===== src/rtl/lcd_spi_pkg.sv =====
// rtl/lcd_spi_pkg.sv - shared types and constants for the LCD SPI driver
package lcd_spi_pkg;

   localparam int LCD_SPI_WORD_W      = 9;
   localparam int LCD_SPI_DC_BIT      = 8;
   localparam int LCD_SPI_PAYLOAD_W   = 8;
   localparam int LCD_SPI_CLK_DIV_DEF = 2;

   typedef enum logic [1:0] {
      ST_IDLE,
      ST_SHIFT_LO,
      ST_SHIFT_HI,
      ST_HOLD
   } lcd_spi_state_e;

endpackage


===== src/rtl/lcd_spi_driver_if.sv =====
// rtl/lcd_spi_driver_if.sv - sequencer request/done handshake and panel pins
interface lcd_spi_driver_if;
   import lcd_spi_pkg::*;

   logic                      en_i;
   logic [LCD_SPI_WORD_W-1:0] data_i;
   logic                      done_o;
   logic                      lcd_cs_o;
   logic                      lcd_dc_o;
   logic                      lcd_scl_o;
   logic                      lcd_sda_o;

   modport master (
      output en_i, data_i,
      input  done_o, lcd_cs_o, lcd_dc_o, lcd_scl_o, lcd_sda_o
   );

   modport slave (
      input  en_i, data_i,
      output done_o, lcd_cs_o, lcd_dc_o, lcd_scl_o, lcd_sda_o
   );

endinterface


===== src/rtl/lcd_spi_clk_en.sv =====
// rtl/lcd_spi_clk_en.sv - half-period counter, one-cycle tick every CLK_DIV cycles while enabled
module lcd_spi_clk_en #(
   parameter int CLK_DIV = 2
) (
   input  logic clk,
   input  logic rst,
   input  logic en_i,
   output logic tick_o
);

   localparam int CNT_W = (CLK_DIV > 1) ? $clog2(CLK_DIV) : 1;
   localparam logic [CNT_W-1:0] CNT_MAX = CNT_W'(CLK_DIV - 1);

   logic [CNT_W-1:0] cnt_q;
   logic [CNT_W-1:0] cnt_d;

   assign tick_o = en_i && (cnt_q == CNT_MAX);

   // Restart from zero on every tick so each FSM phase lasts exactly CLK_DIV cycles.
   always_comb begin
      cnt_d = cnt_q + CNT_W'(1);
      if (!en_i || tick_o) begin
         cnt_d = '0;
      end
   end

   always_ff @(posedge clk) begin
      if (rst) begin
         cnt_q <= '0;
      end else begin
         cnt_q <= cnt_d;
      end
   end

endmodule


===== src/rtl/lcd_spi_driver.sv =====
// rtl/lcd_spi_driver.sv - write-only 4-wire SPI master sending one 9-bit LCD word per request
// Optional build macro LCD_SPI_LSB_FIRST_EN: shift payload LSB first instead of MSB first.
module lcd_spi_driver
   import lcd_spi_pkg::*;
#(
   parameter int CLK_DIV = LCD_SPI_CLK_DIV_DEF
) (
   input  logic             clk,
   input  logic             rst,
   lcd_spi_driver_if.slave  bus
);

   lcd_spi_state_e               state_q;
   logic [LCD_SPI_PAYLOAD_W-1:0] sr_q;
   logic [2:0]                   bit_cnt_q;
   logic                         cs_q;
   logic                         dc_q;
   logic                         scl_q;
   logic                         sda_q;
   logic                         done_q;
   logic                         tick;
   logic                         first_bit;
   logic                         next_bit;
   logic [LCD_SPI_PAYLOAD_W-1:0] sr_shifted;

   lcd_spi_clk_en #(.CLK_DIV(CLK_DIV)) u_clk_en (
      .clk    (clk),
      .rst    (rst),
      .en_i   (state_q != ST_IDLE),
      .tick_o (tick)
   );

`ifdef LCD_SPI_LSB_FIRST_EN
   assign first_bit  = bus.data_i[0];
   assign next_bit   = sr_q[1];
   assign sr_shifted = sr_q >> 1;
`else
   assign first_bit  = bus.data_i[LCD_SPI_PAYLOAD_W-1];
   assign next_bit   = sr_q[LCD_SPI_PAYLOAD_W-2];
   assign sr_shifted = sr_q << 1;
`endif

   always_ff @(posedge clk) begin
      if (rst) begin
         state_q   <= ST_IDLE;
         sr_q      <= '0;
         bit_cnt_q <= '0;
         cs_q      <= 1'b1;
         dc_q      <= 1'b0;
         scl_q     <= 1'b0;
         sda_q     <= 1'b0;
         done_q    <= 1'b0;
      end else begin
         done_q <= 1'b0;
         unique case (state_q)
            ST_IDLE: begin
               cs_q  <= 1'b1;
               scl_q <= 1'b0;
               if (bus.en_i) begin
                  sr_q      <= bus.data_i[LCD_SPI_PAYLOAD_W-1:0];
                  cs_q      <= 1'b0;
                  dc_q      <= bus.data_i[LCD_SPI_DC_BIT];
                  sda_q     <= first_bit;
                  bit_cnt_q <= 3'd7;
                  state_q   <= ST_SHIFT_LO;
               end
            end
            ST_SHIFT_LO: begin
               scl_q <= 1'b0;
               if (tick) begin
                  scl_q   <= 1'b1;
                  state_q <= ST_SHIFT_HI;
               end
            end
            ST_SHIFT_HI: begin
               scl_q <= 1'b1;
               if (tick) begin
                  // SDA advances together with the SCL falling edge, never while SCL is high.
                  scl_q <= 1'b0;
                  if (bit_cnt_q == 3'd0) begin
                     state_q <= ST_HOLD;
                  end else begin
                     sda_q     <= next_bit;
                     sr_q      <= sr_shifted;
                     bit_cnt_q <= bit_cnt_q - 3'd1;
                     state_q   <= ST_SHIFT_LO;
                  end
               end
            end
            ST_HOLD: begin
               scl_q <= 1'b0;
               if (tick) begin
                  cs_q    <= 1'b1;
                  done_q  <= 1'b1;
                  state_q <= ST_IDLE;
               end
            end
            default: state_q <= ST_IDLE;
         endcase
      end
   end

   assign bus.done_o    = done_q;
   assign bus.lcd_cs_o  = cs_q;
   assign bus.lcd_dc_o  = dc_q;
   assign bus.lcd_scl_o = scl_q;
   assign bus.lcd_sda_o = sda_q;

endmodule


===== src/flat_wrapper.sv =====
// flat-port wrapper written by rule: the top's interface ports become plain ports
module lcd_spi_driver_flat import lcd_spi_pkg::*;
#(
   parameter int CLK_DIV = LCD_SPI_CLK_DIV_DEF
)
  (clk, rst, bus_en_i, bus_data_i, bus_done_o, bus_lcd_cs_o, bus_lcd_dc_o, bus_lcd_scl_o, bus_lcd_sda_o);
  lcd_spi_driver_if bus_i ();
  input  logic clk;
  input  logic rst;
  input wire logic [$bits(bus_i.en_i)-1:0] bus_en_i;
  input wire logic [$bits(bus_i.data_i)-1:0] bus_data_i;
  output wire logic [$bits(bus_i.done_o)-1:0] bus_done_o;
  output wire logic [$bits(bus_i.lcd_cs_o)-1:0] bus_lcd_cs_o;
  output wire logic [$bits(bus_i.lcd_dc_o)-1:0] bus_lcd_dc_o;
  output wire logic [$bits(bus_i.lcd_scl_o)-1:0] bus_lcd_scl_o;
  output wire logic [$bits(bus_i.lcd_sda_o)-1:0] bus_lcd_sda_o;
  assign bus_i.en_i = bus_en_i;
  assign bus_i.data_i = bus_data_i;
  assign bus_done_o = bus_i.done_o;
  assign bus_lcd_cs_o = bus_i.lcd_cs_o;
  assign bus_lcd_dc_o = bus_i.lcd_dc_o;
  assign bus_lcd_scl_o = bus_i.lcd_scl_o;
  assign bus_lcd_sda_o = bus_i.lcd_sda_o;
  lcd_spi_driver #(.CLK_DIV(CLK_DIV)) u_core (.clk(clk), .rst(rst), .bus(bus_i));
endmodule

===== config.mk =====
export PLATFORM = sky130hd
export DESIGN_NAME = lcd_spi_driver_flat
export DESIGN_NICKNAME = d
export VERILOG_FILES = /design/src/rtl/lcd_spi_pkg.sv /design/src/rtl/lcd_spi_driver_if.sv /design/src/rtl/lcd_spi_clk_en.sv /design/src/rtl/lcd_spi_driver.sv /design/src/flat_wrapper.sv
export SDC_FILE = /design/constraint.sdc
export NUM_CORES = 1
export LEC_CHECK = 0
export ABC_AREA = 1
export BUFFER_PORTS_ARGS = -buffer_cell sky130_fd_sc_hd__buf_4
export CAP_MARGIN = 5
export CORE_MARGIN = 2
export CORE_UTILIZATION = 56
export DETAILED_ROUTE_END_ITERATION = 16
export PLACE_DENSITY_LB_ADDON = 0.2
export SLEW_MARGIN = 20
export SYNTH_ARGS = -nofsm -noshare
export SYNTH_HDL_FRONTEND = slang
export SYNTH_SLANG_ARGS = --single-unit

===== constraint.sdc =====
create_clock -name clk -period 3.1 [get_ports clk]
set_clock_uncertainty 0.2 [all_clocks]
set_input_delay 0.62 -clock clk [delete_from_list [all_inputs] [get_ports clk]]
set_output_delay 0.62 -clock clk [all_outputs]
set_load 0.01 [all_outputs]

==> impl_metrics.prom <==
# TYPE chip_impl_metric gauge
chip_impl_info{name="top_usage_layer",value="met2"} 1
chip_impl_info{name="min_path_type",value="register to register"} 1
chip_impl_info{name="cp_cell_sequence",value="buf_4"} 1
chip_impl_metric{name="synth_simple_gate_area_share",unit="%"} 36.72
chip_impl_info{name="tritoncts",value="yes"} 1
chip_impl_info{name="critPathCaptureType",value="output port"} 1
chip_impl_metric{name="mux_contribution_to_synthesized_area",unit="%"} 0
chip_impl_metric{name="required",unit="ns"} 2.28
chip_impl_metric{name="power-per-cell-area",unit="mW/mm2"} 858.3
chip_impl_metric{name="grt_use_met3",unit="%"} 2.449
chip_impl_metric{name="worst_slack",unit="ns"} 1.532
chip_impl_metric{name="final-instance-count-excl-fill",unit=""} 167
chip_impl_metric{name="max-cap-violations",unit=""} 0
chip_impl_metric{name="cts_htree_levels",unit=""} 1
chip_impl_metric{name="synth-compound-area-share",unit="%"} 9.318
chip_impl_metric{name="grt_antenna_before_repair",unit=""} 0
chip_impl_metric{name="worst_ir_drop_vdd",unit="mV"} 0.5429
chip_impl_metric{name="area_growth_syn_to_layout",unit="%"} 15.72
chip_impl_metric{name="grt.overflow.total",unit=""} 0
chip_impl_metric{name="vias_per_cell",unit=""} 4.850
chip_impl_metric{name="mappedNetlistNets",unit=""} 149
chip_impl_info{name="run_status",value="completed"} 1
chip_impl_info{name="cpLargestDelayFamily",value="flip-flops"} 1
chip_impl_metric{name="replace_congestion",unit=""} 0.8343
chip_impl_metric{name="timing.critical_path.fanout_max",unit=""} 2
chip_impl_info{name="unrepaired_setup_endpoints_after_global_routing",value="no"} 1
chip_impl_metric{name="tns",unit="ns"} 0
chip_impl_info{name="root_buffer",value="clkbuf_4"} 1
chip_impl_metric{name="clock_sinks",unit=""} 18
chip_impl_metric{name="yosys_warnings",unit=""} 0
chip_impl_metric{name="drt.antenna.violating_nets",unit=""} 0
chip_impl_metric{name="clock_insertion_delay_worst_skew",unit="ns"} 0.28
chip_impl_metric{name="placed_cells",unit=""} 164
chip_impl_metric{name="clkTransAtPathRegs",unit="ns"} 0.10
chip_impl_metric{name="max-slew-margin-rel",unit="%"} 74.96
chip_impl_metric{name="vias",unit=""} 810
chip_impl_info{name="largest_family_of_logic_cells_by_synthesized_area",value="simple AND/OR/NAND/NOR gates"} 1
chip_impl_metric{name="detail_route.wirelength",unit="mm"} 1.579
chip_impl_metric{name="layout.cell_area.non_filler",unit="mm2"} 0.001041
chip_impl_metric{name="xor_xnor_share_of_the_synthesized_area",unit="%"} 0
chip_impl_metric{name="detailedPlacementHpwl",unit="mm"} 1.160
chip_impl_metric{name="count_of_unique_library_cells_instantiated_by_yosys",unit=""} 18
chip_impl_metric{name="post_route_cells_drive_above_1_share",unit="%"} 19.87
chip_impl_info{name="most-common-layout-cells",value="nand2_1 (33), nor2_1 (24), inv_1 (19)"} 1
chip_impl_metric{name="hold_slack",unit="ns"} 0.2830
chip_impl_metric{name="max_freq",unit="MHz"} 637.9
chip_impl_info{name="criticalPathCategory",value="register to output port"} 1
chip_impl_metric{name="cts_repair_resize_count",unit=""} 0
chip_impl_metric{name="worst-endpoint-arrival",unit="ns"} 0.75
chip_impl_metric{name="antenna-diode-count",unit=""} 0
chip_impl_info{name="start_kind",value="register"} 1
chip_impl_metric{name="slew_violations",unit=""} 0
chip_impl_metric{name="cts-hold-fix-buffers",unit=""} 0
chip_impl_metric{name="finalSetupViolCount",unit=""} 0
chip_impl_metric{name="ys_ff_latch",unit=""} 18
chip_impl_metric{name="grt_start_max_net_pins",unit=""} 19
chip_impl_metric{name="critical_path.max_stage_delay",unit="ns"} 0.35
chip_impl_metric{name="power.static_leakage",unit="nW"} 0.5381
chip_impl_metric{name="die_h",unit="um"} 44.08
chip_impl_metric{name="synthesis.area_per_instance",unit="um2"} 6.664
chip_impl_metric{name="global_route.usage.met2",unit="%"} 29.12
chip_impl_metric{name="first_global_vias",unit=""} 669
chip_impl_metric{name="coreArea",unit="mm2"} 0.001506
chip_impl_metric{name="post-cts-setup-buffer-count",unit=""} 0
chip_impl_metric{name="placement.io_buffers",unit=""} 16
chip_impl_info{name="cp_slowest_cell",value="dfxtp_1"} 1
chip_impl_metric{name="final_period_minus_worst_setup_slack",unit="ns"} 1.568
chip_impl_metric{name="drt_first_pass_iters",unit=""} 4
chip_impl_metric{name="post_synth_instance_area",unit="um2"} 899.6
chip_impl_metric{name="adder_cell_area_share_of_the_yosys_netlist",unit="%"} 2.782
chip_impl_metric{name="placement_stage_worst_setup_slack",unit="ns"} 1.459
chip_impl_metric{name="synth_cells",unit=""} 135
chip_impl_metric{name="wire_per_inst",unit="um"} 9.455
chip_impl_metric{name="period_share",unit="%"} 50.57
chip_impl_metric{name="die-area",unit="mm2"} 0.001943
chip_impl_metric{name="post-layout-total-power",unit="mW"} 0.8935
chip_impl_metric{name="start_util",unit="%"} 59.72
chip_impl_metric{name="drt_iter0_markers",unit=""} 26
chip_impl_metric{name="top_level_ports",unit=""} 17
chip_impl_metric{name="fp-row-count",unit=""} 14
chip_impl_metric{name="cts-buffers-inserted",unit=""} 3
chip_impl_metric{name="final_core_util",unit="%"} 69.10
chip_impl_info{name="layout.cells.most_common",value="nand2_1"} 1
chip_impl_metric{name="sequential_element_share_of_the_synthesized_area",unit="%"} 40.06
chip_impl_metric{name="critical_path.n_buffers_inverters",unit=""} 1
chip_impl_metric{name="gr-usage-met1",unit="%"} 24.61
chip_impl_metric{name="clock_tree.buffer_depth",unit=""} 2
chip_impl_metric{name="wire_length_of_the_first_global_routing_pass",unit="mm"} 2.670
chip_impl_metric{name="drt_drc_violations_left",unit=""} 0
chip_impl_metric{name="actual_slew_at_the_worst_max_slew_pin",unit="ns"} 0.3752
chip_impl_metric{name="fin_nets",unit=""} 167
chip_impl_metric{name="final_hold_viol_count",unit=""} 0
chip_impl_metric{name="placed_cell_area",unit="mm2"} 0.001018
chip_impl_metric{name="die_w",unit="um"} 44.08
chip_impl_metric{name="overall_global_routing_usage",unit="%"} 17.85
[synthesized netlist by cell type, drive strengths merged]
master,count,area share (%)
nand2,39,19
nor2,27,13
inv,21,8.8
dfxtp,18,40
o21ai,10,5.6
nand3,8,4.5
a21oi,5,2.8
buf,3,2.4
ha,2,2.8
nor3,1,0.56
o2111ai,1,0.97
[tightest hold or removal path, stage by stage (launching register included)]
cell and delay, ns:
dfxtp_1 0.33, nand2_1 0.06, a21oi_1 0.06
[cells by family (layout without fill, tap and decap cells)]
logic type | count (synthesis) | in the layout
and+or+nand+nor | 75 | 75
DFF | 18 | 18
adders and majority gates | 2 | 2
AOI/OAI and AO/OA | 16 | 16
buffers and inverters | 24 | 40
[where the power goes]
part	total [mW]	internal, mW	switching [mW]
clock network	0.112	0.0450	0.0668
logic	0.418	0.151	0.267
registers	0.363	0.309	0.0541
[area by class of cell]
type	instances	area (um2)
fill	134	465.4
multi-input combinational	93	439.2
sequential	18	360.3
timing repair buffer	16	120.1
inverter	21	78.83
clock buffer	3	22.52
tap	16	20.02
[routing by layer]
layer  part of all wire, %  vias to the layer above
met2                    47                       13
met4                  0.63                        0
met3                   3.6                        2
li1                      -                      445
met5                     0                        -
met1                    48                      350
[flip-flops by register name (all words and copies together) (netlist names)]
signal / flops
u_core.bus.done_o: 1
u_core.sr_q: 7
u_core.bus.lcd_sda_o: 1
u_core.bus.lcd_dc_o: 1
u_core.bus.lcd_scl_o: 1
u_core.u_clk_en.cnt_q: 1
u_core.bit_cnt_q: 3
u_core.state_q: 2
u_core.bus.lcd_cs_o: 1
[final timing paths]
check	slack, ns	from	end	depth (start not counted)
setup / recovery	1.53	u_core.bus.lcd_dc_o	bus_lcd_dc_o	1
hold / removal	0.28	u_core.bus.lcd_dc_o	u_core.bus.lcd_dc_o	2
setup reg to reg	1.56	u_core.state_q[1]	u_core.sr_q[0]	7
hold reg to reg	0.28	u_core.bus.lcd_dc_o	u_core.bus.lcd_dc_o	2
Note: power is estimated with default switching activity, not from simulation.
